$ cat src/rtl/fifo_uart_serializer_pkg.sv
// ---------------------------------------------------------------------------
// fifo_ser_pkg
// Shared types and constants for the FIFO-to-UART serializer.
//   ser_state_t    : drain/serialize FSM states
//   FRAME_BITS     : start + payload + stop bits for the default payload width
//   frame_bits()   : frame length in bits for an arbitrary payload width
//   cpb_legal()    : legality check for the clocks-per-bit parameter
// ---------------------------------------------------------------------------
package fifo_ser_pkg;

   typedef enum logic [2:0] {
      IDLE  = 3'd0,
      RD    = 3'd1,
      WAIT  = 3'd2,
      START = 3'd3,
      DATA  = 3'd4,
      STOP  = 3'd5
   } ser_state_t;

   localparam int DATA_WIDTH_DEFAULT = 8;
   localparam int FRAME_BITS         = DATA_WIDTH_DEFAULT + 2;

   // One start bit and one stop bit wrap the payload.
   function automatic int frame_bits(input int data_width);
      return data_width + 2;
   endfunction

   // A bit period shorter than one clock cannot be represented.
   function automatic bit cpb_legal(input int clks_per_bit);
      return (clks_per_bit >= 1);
   endfunction

endpackage

$ cat src/rtl/fifo_uart_serializer_bit_timer.sv
// ---------------------------------------------------------------------------
// ser_bit_timer
// Bit-period timer. Counts 0..CLKS_PER_BIT-1 and flags the last cycle of
// each bit period; wraps on its own so consecutive bits need no re-arm.
//   clk      : system clock
//   rst      : synchronous active-high reset
//   clr      : restart the count at 0 on the next cycle (frame start)
//   bit_end  : high during the last clock of the current bit period
// ---------------------------------------------------------------------------
module ser_bit_timer #(
   parameter int CLKS_PER_BIT = 4
) (
   input  logic clk,
   input  logic rst,
   input  logic clr,
   output logic bit_end
);

   localparam int            CW   = $clog2(CLKS_PER_BIT + 1);
   localparam logic [CW-1:0] LAST = CW'(CLKS_PER_BIT - 1);

   logic [CW-1:0] cnt_r;
   logic [CW-1:0] cnt_next_s;
   logic          bit_end_r;

   // Next count: restart on clear, wrap after the last cycle of a bit.
   always_comb begin
      cnt_next_s = cnt_r;
      if (clr) begin
         cnt_next_s = {CW{1'b0}};
      end else if (cnt_r == LAST) begin
         cnt_next_s = {CW{1'b0}};
      end else begin
         cnt_next_s = cnt_r + CW'(1);
      end
   end

   // Count register; bit_end is registered from the next count so it is
   // aligned with the cycle in which the counter holds LAST.
   always_ff @(posedge clk) begin
      if (rst) begin
         cnt_r     <= {CW{1'b0}};
         bit_end_r <= 1'b0;
      end else begin
         cnt_r     <= cnt_next_s;
         bit_end_r <= (cnt_next_s == LAST);
      end
   end

   assign bit_end = bit_end_r;

endmodule

$ cat src/rtl/fifo_uart_serializer.sv
// ---------------------------------------------------------------------------
// fifo_uart_serializer
// Drains bytes from a synchronous FIFO and sends each as a UART frame:
// start bit (0), DATA_WIDTH data bits LSB first, stop bit (1). tx idles high.
// A read is only issued from IDLE with the FIFO non-empty, so this side can
// never underrun the FIFO.
//   clk          : system clock
//   rst          : synchronous active-high reset
//   en           : drain enable, looked at only in IDLE
//   fifo_empty   : FIFO empty flag
//   fifo_re      : one-cycle FIFO read pulse per byte
//   fifo_rdata   : FIFO read data, valid the cycle after fifo_re
//   tx           : serial output
//   busy         : high from the read cycle through the end of the stop bit
//   frame_done   : one-cycle pulse after each completed frame
//   frame_count  : completed frames since reset, wraps
// ---------------------------------------------------------------------------
module fifo_uart_serializer
   import fifo_ser_pkg::*;
#(
   parameter int DATA_WIDTH   = 8,
   parameter int CLKS_PER_BIT = 4,
   parameter int CNT_WIDTH    = 16
) (
   input  logic                  clk,
   input  logic                  rst,
   input  logic                  en,
   input  logic                  fifo_empty,
   output logic                  fifo_re,
   input  logic [DATA_WIDTH-1:0] fifo_rdata,
   output logic                  tx,
   output logic                  busy,
   output logic                  frame_done,
   output logic [CNT_WIDTH-1:0]  frame_count
);

   if (!cpb_legal(CLKS_PER_BIT)) begin : g_cpb_illegal
      $error("fifo_uart_serializer: CLKS_PER_BIT must be 1 or more");
   end

   localparam int            IW       = $clog2(DATA_WIDTH + 1);
   localparam logic [IW-1:0] LAST_IDX = IW'(DATA_WIDTH - 1);

   ser_state_t            state_r;
   logic [DATA_WIDTH-1:0] shift_r;
   logic [DATA_WIDTH-1:0] shift_next_s;
   logic [IW-1:0]         bit_idx_r;
   logic                  tx_r;
   logic                  fifo_re_r;
   logic                  busy_r;
   logic                  frame_done_r;
   logic [CNT_WIDTH-1:0]  frame_count_r;
   logic                  timer_clr_s;
   logic                  bit_end_s;

   // Restart the bit timer on the WAIT->START edge so START gets a full period.
   always_comb begin
      timer_clr_s = 1'b0;
      if (state_r == WAIT) begin
         timer_clr_s = 1'b1;
      end else begin
         timer_clr_s = 1'b0;
      end
   end

   // Payload after dropping the bit just sent; its LSB is the next tx value.
   always_comb begin
      shift_next_s = shift_r >> 1;
   end

   ser_bit_timer #(
      .CLKS_PER_BIT (CLKS_PER_BIT)
   ) u_bit_timer (
      .clk     (clk),
      .rst     (rst),
      .clr     (timer_clr_s),
      .bit_end (bit_end_s)
   );

   // Drain/serialize FSM with registered outputs. tx is loaded on the edge
   // that enters each bit so it changes together with the state.
   always_ff @(posedge clk) begin
      if (rst) begin
         state_r       <= IDLE;
         shift_r       <= {DATA_WIDTH{1'b0}};
         bit_idx_r     <= {IW{1'b0}};
         tx_r          <= 1'b1;
         fifo_re_r     <= 1'b0;
         busy_r        <= 1'b0;
         frame_done_r  <= 1'b0;
         frame_count_r <= {CNT_WIDTH{1'b0}};
      end else begin
         fifo_re_r    <= 1'b0;
         frame_done_r <= 1'b0;
         case (state_r)
            IDLE: begin
               if (en && !fifo_empty) begin
                  state_r   <= RD;
                  fifo_re_r <= 1'b1;
                  busy_r    <= 1'b1;
               end
            end
            RD: begin
               state_r <= WAIT;
            end
            WAIT: begin
               shift_r   <= fifo_rdata;
               bit_idx_r <= {IW{1'b0}};
               tx_r      <= 1'b0;
               state_r   <= START;
            end
            START: begin
               if (bit_end_s) begin
                  tx_r    <= shift_r[0];
                  state_r <= DATA;
               end
            end
            DATA: begin
               if (bit_end_s) begin
                  if (bit_idx_r == LAST_IDX) begin
                     tx_r    <= 1'b1;
                     state_r <= STOP;
                  end else begin
                     shift_r   <= shift_next_s;
                     tx_r      <= shift_next_s[0];
                     bit_idx_r <= bit_idx_r + IW'(1);
                  end
               end
            end
            STOP: begin
               if (bit_end_s) begin
                  state_r       <= IDLE;
                  busy_r        <= 1'b0;
                  frame_done_r  <= 1'b1;
                  frame_count_r <= frame_count_r + CNT_WIDTH'(1);
               end
            end
            default: begin
               state_r <= IDLE;
               tx_r    <= 1'b1;
               busy_r  <= 1'b0;
            end
         endcase
      end
   end

   assign fifo_re     = fifo_re_r;
   assign tx          = tx_r;
   assign busy        = busy_r;
   assign frame_done  = frame_done_r;
   assign frame_count = frame_count_r;

endmodule

$ cat config.mk
export PLATFORM = sky130hd
export DESIGN_NAME = fifo_uart_serializer
export DESIGN_NICKNAME = d
export VERILOG_FILES = /design/src/rtl/fifo_uart_serializer_pkg.sv /design/src/rtl/fifo_uart_serializer_bit_timer.sv /design/src/rtl/fifo_uart_serializer.sv
export SDC_FILE = /design/constraint.sdc
export NUM_CORES = 1
export LEC_CHECK = 0
export BUFFER_PORTS_ARGS = -buffer_cell sky130_fd_sc_hd__buf_2
export CAP_MARGIN = 5
export CORE_MARGIN = 4
export CORE_UTILIZATION = 38
export CTS_CLUSTER_DIAMETER = 80
export DETAILED_ROUTE_END_ITERATION = 6
export SYNTH_ARGS = -nofsm -noshare
export SYNTH_HDL_FRONTEND = slang
export SYNTH_SLANG_ARGS = --single-unit
$ cat constraint.sdc
create_clock -name clk -period 2.19 [get_ports clk]
set_input_delay 0.219 -clock clk [delete_from_list [all_inputs] [get_ports clk]]
set_output_delay 0.219 -clock clk [all_outputs]
set_load 0.01 [all_outputs]
==> Yosys cells after proc, flatten, opt, wreduce, memory -nomap -nowiden <==
Index checks and enable logic that the tools add are counted.
{ "word_totals": {"regBits": 39, "in_bits": 12, "elab_cells": 68, "output_inout_bits": 20} }
{ "op_classes": {"bitwise_logic": 4, "muxes": 24, "eq_ne": 14, "n_reduce_logical": 13, "addsub": 3} }
{ "ops": {"columns": ["op", "n"], "rows": [
  ["$mux W3", 7],
  ["$pmux W3 S6", 1],
  ["$add A16 B1 Y16 const B", 1],
  ["$mux W8", 2],
  ["$pmux W8 S2", 1],
  ["$eq A3 B2 Y1 const B", 4],
  ["$reduce_and A3 Y1", 3],
  ["$mux W1", 8],
  ["$mux W4", 2],
  ["$pmux W4 S2", 1],
  ["$eq A3 B3 Y1 const B", 2],
  ["$ne A2 B1 Y1 const B", 3],
  ["$ne A2 B2 Y1 const B", 3],
  ["$reduce_and A5 Y1", 1],
  ["$add A4 B1 Y4 const B", 1],
  ["$eq A4 B3 Y1 const B", 1],
  ["$not A1 Y1", 4],
  ["$pmux W1 S4", 1],
  ["$reduce_or A2 Y1", 2],
  ["$reduce_or A4 Y1", 1],
  ["$add A3 B1 Y3 const B", 1],
  ["$eq A3 B1 Y1 const B", 1],
  ["$logic_not A3 Y1", 1],
  ["$pmux W1 S3", 1],
  ["other kinds (5)", 5]
]} }

==> Logic depth before layout (Yosys ltp) <==
Gate-level depths: netlist of the first run.
{ "depth": {"ltp_word": 4, "mapped_depth": 6} }

==> Hierarchy <==
From an unflattened synthesis of the first run, not the netlist that was laid out.
{ "unflattened": {"cells_unflattened": 221, "area_unflattened_um2": 1875.5} }
{ "modules_own_cells": {"columns": ["module", "cells_each", "n_inst", "area_each_um2"], "rows": [
  ["fifo_uart_serializer", 209, 1, 1726.7],
  ["ser_bit_timer", 12, 1, 148.9]
]} }

==> Worst setup path before layout of the first run <==
OpenSTA, ideal clock, no wires.
{ "synth_path": {"kind": "register to register", "startpoint": "reg frame_count_r[0], in the netlist frame_count[0]", "endpoint": "reg frame_count_r[12], in the netlist frame_count[12]", "stages_incl_launch_ff": 7, "setup_slack_ns": 0.444, "path_buffers": 1, "t_arrival_ns": 1.675, "period_less_slack_ns": 1.746, "cell_sequence": "dfxtp_1 ha_1 nand3_1 or2_1 buf_2 or4_1 a21oi_1"} }
{ "synth_via": {"elab_chain_cells": 1} }
{ "synth_lines": {"columns": ["element", "line_no", "text"], "rows": [
  ["start, declared", "fifo_uart_serializer.sv:52", "logic [CNT_WIDTH-1:0] frame_count_r;"],
  ["start signal, assigned", "fifo_uart_serializer.sv:91", "frame_count_r <= {CNT_WIDTH{1'b0}};"],
  ["start signal, assigned", "fifo_uart_serializer.sv:135", "frame_count_r <= frame_count_r + CNT_WIDTH'(1);"],
  ["$add A16 B1 Y16", "fifo_uart_serializer.sv:135", null]
]} }
No other way between the ends.
A chain may end at the register's enable or synchronous reset.

==> Final worst setup path of the first run <==
{ "layout_path": {"startpoint": "reg u_bit_timer.bit_end_r, in the netlist u_bit_timer.bit_end", "endpoint": "reg frame_count_r[12], in the netlist frame_count[12]"} }
{ "layout_via": {"elab_chain_cells": 1} }
{ "layout_lines": {"columns": ["element", "line_no", "text"], "rows": [
  ["start, declared", "fifo_uart_serializer_bit_timer.sv:24", "logic bit_end_r;"],
  ["start signal, assigned", "fifo_uart_serializer_bit_timer.sv:46", "bit_end_r <= (cnt_next_s == LAST);"],
  ["$reduce_and A2 Y1 (no line)", null, null]
]} }
No other way between the ends.

==> run_results.csv, run 1 <==
group,metric,value,unit
outcome,status,"finished, final reports clean",
pwr,ir_drop,295.7,µV
detailed_routing,wl_per_cell,12.89,µm
sta,hold_viol_final,0,
yosys,ys_seq_area_frac,0.4379,
die,dieArea,5852,µm²
yosys,synth_seq_cells,39,
cells_and_area,finalInstanceArea,2078,µm²
sta,max_freq,540.9,MHz
placed_design,hpwl,2592,µm
yosys,synth_edf_count,0,
hold_path,min_path_type,"input pin to register",
detailed_routing,dr.first_iter.drc_count,69,
pwr,power_density,663.2,nW/µm²
worst_setup_path,crit_type,"register to register",
clock_tree,postCtsHoldBufs,0,
placed_design,place_area,1991,µm²
yosys,synthFlopType,"dfxtp_1",
sta,max_slew_margin,0.5815,
global_routing,antenna_found_initial,0,
worst_setup_path,cp.required,2400,ps
worst_setup_path,r2r_start,"u_bit_timer.bit_end",
global_routing,grt_pass1_wl,6472,µm
clock_tree,cts_root_buffer,"clkbuf_8",
clock_tree,clock_latency,280,ps
worst_setup_path,start_kind,"register",
worst_setup_path,reg2reg_to,"frame_count[12]",
sta,setup_viol,0,
pwr,power.total,1.378,mW
worst_setup_path,reg2reg_depth,4,
die,dieWidth,76.50,µm
yosys,avgSynthCellArea,8.572,µm²
sta,period_minus_slack,1849,ps
detailed_routing,drc,0,
yosys,synthCells,208,
worst_setup_path,critPathLaunch,"u_bit_timer.bit_end",
global_routing,gr-total-overflow,0,
cells_and_area,diodes,0,
clock_tree,cts_tree,"yes",
cells_and_area,drive_above_1_share,0.2000,
placed_design,gp_routability_congestion,0.7558,
cells_and_area,n_fill_cell,462,
clock_tree,clkSlewWorstSetupHoldPaths,70,ps
cells_and_area,nets,255,
sta,finalCritPeriodShare,0.8441,
worst_setup_path,crit_path_max_fanout,10,
run,maxCapViolCount,0,
die,num_rows,24,
detailed_routing,num_vias,1511,
worst_setup_path,r2r_setup_slack,340,ps
global_routing,grt_max_degree,37,
worst_setup_path,path_buf_inv,0,
die,ios,32,
yosys,synthTopCellsByArea,"dfxtp_1, nand2_1, nor2_1",
clock_tree,cts.htree.levels,2,
yosys,ys_types,40,
die,die_h,76.50,µm
worst_setup_path,slowest_stage,"dfxtp_1",
worst_setup_path,cp_cell_sequence,"nand4b_4 > or2_1 > or4_1 > a21oi_1",
detailed_routing,dr.pass1.iters,4,
yosys,yosys_warnings,0,
global_routing,grt_pass1_vias,1440,
yosys,synth_top_area_cell,"dfxtp_1",
clock_tree,cts_buffers,5,
yosys,synth_nets,223,
detailed_routing,wl,3765,µm
clock_tree,cts_setup_buffers,0,
global_routing,grtUsageTotal,0.1345,
sta,fin_skew,6.090,ps
worst_setup_path,endpoint_kind,"register",
worst_setup_path,path_depth,4,
placed_design,io_buffers,31,
die,core,4444,µm²
clock_tree,cts.sink_count,39,
clock_tree,cts_buffer_depth,2,
yosys,syn-cell-area,1783,µm²
detailed_routing,avgViaCountPerCell,5.175,
sta,rsz0062_at_grt,"false",
yosys,synth_top_area_frac,0.4379,
worst_setup_path,arrival,2060,ps
yosys,async_flop_share,0,
clock_tree,cts_resized,0,
sta,finalSetupTns,0,ps
sta,worst_pin_slew,627.7,ps
worst_setup_path,cp_top_family,"simple AND/OR/NAND/NOR gates",
detailed_routing,ant_nets,0,
worst_setup_path,crit_path_end,"frame_count[12]",
worst_setup_path,worst_path_largest_cell_delay,560,ps
pwr,p_leak,0.8515,nW
die,start_util,0.4012,
cells_and_area,area_growth,16.56,%
sta,report.final.slew_viol_count,0,
[cells in the mapped netlist (3+ instances only)]
cell type,count
a21oi_1,12
a311oi_1,8
a31oi_1,3
buf_2,4
clkbuf_1,6
dfxtp_1,39
ha_1,3
nand2_1,27
nand2b_1,4
nand3_1,6
nand4_1,3
nor2_1,25
nor2b_1,5
nor3_1,3
nor3b_1,5
o21ai_0,6
o31ai_1,5
or3_1,4
or4_1,4
xnor2_1,5
xor2_1,5
[sequential cells by signal (all words and copies together), names as in the netlist]
name and flops:
bit_idx_r 4, busy 1, fifo_re 1, frame_count 16
frame_done 1, shift_r 8, state_r 3, tx 1
u_bit_timer.bit_end 1, u_bit_timer.cnt_r 3
[final cells by class]
| type | instances | area, µm² | area share |
|---|---|---|---|
| clock inverters | 1 | 5.005 | 0.002408 |
| inverters | 2 | 7.507 | 0.003612 |
| well taps | 52 | 65.06 | 0.03131 |
| repair buffers | 37 | 200.2 | 0.09633 |
| clock buffers | 6 | 82.58 | 0.03974 |
| flip-flops and latches | 39 | 780.7 | 0.3757 |
| multi-input cells | 155 | 937.1 | 0.4509 |
[logic make-up (layout without fill, tap and decap cells)]
kind of cell,after synthesis,in the layout,share of synthesized area
simple gates,98,98,0.2863
compound gates,43,43,0.1635
flops,39,39,0.4379
buf+inv,14,46,0.03649
xor+xnor,10,10,0.04912
fa+ha+maj,3,3,0.02105
mux,1,1,0.005614
[worst min-delay path by stage]
stage,startpoint,endpoint,cells past startpoint
2_1_floorplan,fifo_rdata[7],shift_r[7],2
3_3_place_gp,u_bit_timer.cnt_r[0],u_bit_timer.cnt_r[0],1
3_5_place_dp,busy,busy,2
4_1_cts,fifo_rdata[0],shift_r[0],3
5_1_grt,fifo_rdata[7],shift_r[7],3
6_report,fifo_rdata[0],shift_r[0],3
[stage by stage]
stage	hold WS [ps]	utilization	setup WS (ps)	std cells
after global placement	463.2	0.4479	416.4	285
after global routing	186.8	0.4676	184.6	292
after CTS	180.4	0.4676	336.7	292
after floorplan	379.8	-	444.5	208
final	191.9	0.4676	341.3	292
after detailed placement	465.1	0.4479	355.2	285
[worst register-to-register path: stages (launching register included)]
cell and delay (ps):
dfxtp_1 560, nand4b_4 190, or2_1 350, or4_1 530
a21oi_1 150
[power breakdown]
group          internal, mW  switching, mW
sequential            0.739         0.0255
combinational        0.0597         0.0725
clock                 0.247          0.234
total                  1.05          0.332
[routing by layer]
layer	up-vias	share of wire	wire length, µm	global-route usage
met4	0	0.016	61	0.07971
met2	19	0.46	1719	0.2039
met5	-	0	0	0
met1	675	0.50	1887	0.1735
met3	4	0.026	97	0.03073
li1	813	-	-	-
[placed cells by master (no fill, tap or decap), types with 4 or more instances in the layout]
cell type,netlist,routed
dfxtp_1,39,39
clkbuf_8,0,6
xor2_1,5,5
or4_1,4,4
o21ai_0,6,6
nand3_1,6,6
or3_1,4,4
xnor2_1,5,5
nor3b_1,5,5
o31ai_1,5,5
buf_2,4,31
a311oi_1,8,8
a21oi_1,12,12
nand2b_1,4,4
buf_4,2,6
nor2_1,25,25
nand2_1,27,27
nor2b_1,5,5
Note: power is estimated with default switching activity, not from simulation.
==> run 2, diff against run 1 <==
clock period = 1.5 ns   (was 2.19 ns; I/O delays follow)
==> run 2 against run 1 <==
Against the previous run: register-to-register slack got worse by 290 ps; first-iteration DRC count shrank 14%; worst hold slack got worse by 82 ps; critical path depth increased by 1; clock skew decreased by 2.6 ps; sequential power rose by 45%; maximum frequency grew 28%; via count rose by 10%; sequential cell count stayed put.
==> run_results.csv, run 2 (synthesis results as in run 1) <==
group,metric,value,unit
sta,finalSetupTns,0,ps
die,die_h,76.50,µm
worst_setup_path,cp_cell_sequence,"ha_4 > nand3_2 > or2_4 > or4_4 > a21oi_2",
clock_tree,clkSlewWorstSetupHoldPaths,70,ps
global_routing,grt_pass1_vias,1546,
sta,setup_viol,0,
placed_design,io_buffers,31,
cells_and_area,n_fill_cell,443,
global_routing,antenna_found_initial,0,
detailed_routing,num_vias,1664,
cells_and_area,post-route-util,0.5431,
global_routing,grt_pass1_wl,6748,µm
detailed_routing,ant_nets,0,
worst_setup_path,slowest_stage,"or4_4",
placed_design,dp.cells,308,
sta,max_freq,690.5,MHz
clock_tree,clock_latency,280,ps
sta,worst_pin_slew,295.6,ps
die,core,4444,µm²
cells_and_area,diodes,0,
clock_tree,postCtsHoldBufs,0,
worst_setup_path,worst_path_largest_cell_delay,420,ps
outcome,status,"finished, final reports clean",
worst_setup_path,path_buf_inv,0,
worst_setup_path,start_kind,"register",
clock_tree,cts.sink_count,39,
worst_setup_path,cp_top_family,"simple AND/OR/NAND/NOR gates",
worst_setup_path,arrival,1680,ps
worst_setup_path,endpoint_kind,"register",
cells_and_area,fin_cells,319,
worst_setup_path,reg2reg_to,"frame_count[14]",
detailed_routing,drc,0,
cells_and_area,register_area,803.3,µm²
cells_and_area,largest_register_ffs,16,
cells_and_area,area_growth,35.37,%
hold_path,min_path_type,"input pin to register",
cells_and_area,nets,281,
detailed_routing,wl,3957,µm
worst_setup_path,r2r_start,"frame_count[1]",
global_routing,grt_max_degree,16,
hold_path,hold_start,"fifo_rdata[7]",
cells_and_area,drive_above_1_share,0.3820,
sta,whs,110.1,ps
placed_design,hpwl,2906,µm
detailed_routing,dr.first_iter.drc_count,59,
sta,hold_viol_final,0,
sta,period_minus_slack,1448,ps
clock_tree,cts_root_buffer,"clkbuf_8",
worst_setup_path,cp.required,1730,ps
sta,max_slew_margin,0.8012,
run,maxCapViolCount,0,
global_routing,gr-total-overflow,0,
clock_tree,cts_tree,"yes",
die,dieArea,5852,µm²
detailed_routing,dr.pass1.iters,4,
sta,rsz0062_at_grt,"true",
worst_setup_path,crit_path_end,"frame_count[14]",
sta,report.final.slew_viol_count,0,
sta,finalCritPeriodShare,0.9654,
cells_and_area,layout_common_cells,"buf_2, buf_4, dfxtp_1",
global_routing,grtUsageTotal,0.1407,
placed_design,gp_routability_congestion,0.7197,
worst_setup_path,path_depth,5,
worst_setup_path,crit_path_max_fanout,6,
pwr,power_density,883.5,nW/µm²
die,start_util,0.4012,
worst_setup_path,r2r_setup_slack,50,ps
detailed_routing,wl_per_cell,12.40,µm
detailed_routing,avgViaCountPerCell,5.216,
worst_setup_path,critPathLaunch,"frame_count[1]",
die,dieWidth,76.50,µm
cells_and_area,final_common_cell,"buf_2",
cells_and_area,multi_input_area,1026,µm²
die,ios,32,
clock_tree,cts_buffers,5,
worst_setup_path,crit_type,"register to register",
pwr,p_leak,1.004,nW
die,num_rows,24,
sta,fin_skew,3.483,ps
clock_tree,cts.htree.levels,2,
clock_tree,cts_buffer_depth,2,
pwr,ir_drop,630.1,µV
worst_setup_path,reg2reg_depth,5,
## run 2: cell types whose count changed in the layout (fill, tap and decap cells not counted), moves of 3 or more
cell	before	now
buf_4	6	30
dfxtp_1	39	29
dfxtp_2	0	6
dfxtp_4	0	4
a21oi_1	12	9
a21oi_2	0	3
a311oi_1	8	5
a311oi_2	0	3
## run 2: layout make-up
class,instances,share of cell area
clock buffer,8,0.04147
multi-input combinational,155,0.4251
inverter,2,0.003110
sequential,39,0.3328
timing repair buffer,63,0.1706
tap,52,0.02696
## run 2: how the worst min path moves through the flow
stage,cells past startpoint,end,slack (ps)
CTS,3,shift_r[7],110
floorplan,2,shift_r[7],310
detailed placement,3,shift_r[7],410
global placement,3,shift_r[7],410
finish,3,shift_r[7],110
global route,3,shift_r[1],130
## run 2: power by group
part | switching (mW) | internal, mW | leakage, nW
Clock | 0.352 | 0.420 | 0.0515
Sequential | 0.0313 | 1.07 | 0.323
Combinational | 0.130 | 0.126 | 0.630
## run 2: worst reg2reg max path, stage by stage, from the launching register on
cell     delay (ps)
dfxtp_4         380
ha_4            130
nand3_2          80
or2_4           260
or4_4           420
a21oi_2         120
## run 2: repair_timing
action | in CTS | in global routing
endpoints found under the setup margin | 3 | 13
gates resized for setup | 2 | 18
buffers inserted | 0 | 3
pin swaps | 0 | 8
## run 2: routing by layer
metal	global-route usage	vias to the layer above	part of all wire
met1	0.1704	757	0.46
li1	-	864	-
met2	0.2329	38	0.48
met5	0	-	0
met4	0.06341	0	0.014
met3	0.03664	5	0.048
## run 2: per-stage QoR
step / cell area [µm²] / power, mW / setup slack [ps]
2_1_floorplan: 1834 / 1.279 / -11.13
3_3_place_gp: 2216 / 1.368 / 10.77
3_5_place_dp: 2216 / 1.369 / 18.26
4_1_cts: 2321 / 2.146 / 3.589
5_1_grt: 2414 / 2.242 / -19.57
6_report: 2414 / 2.132 / 51.88
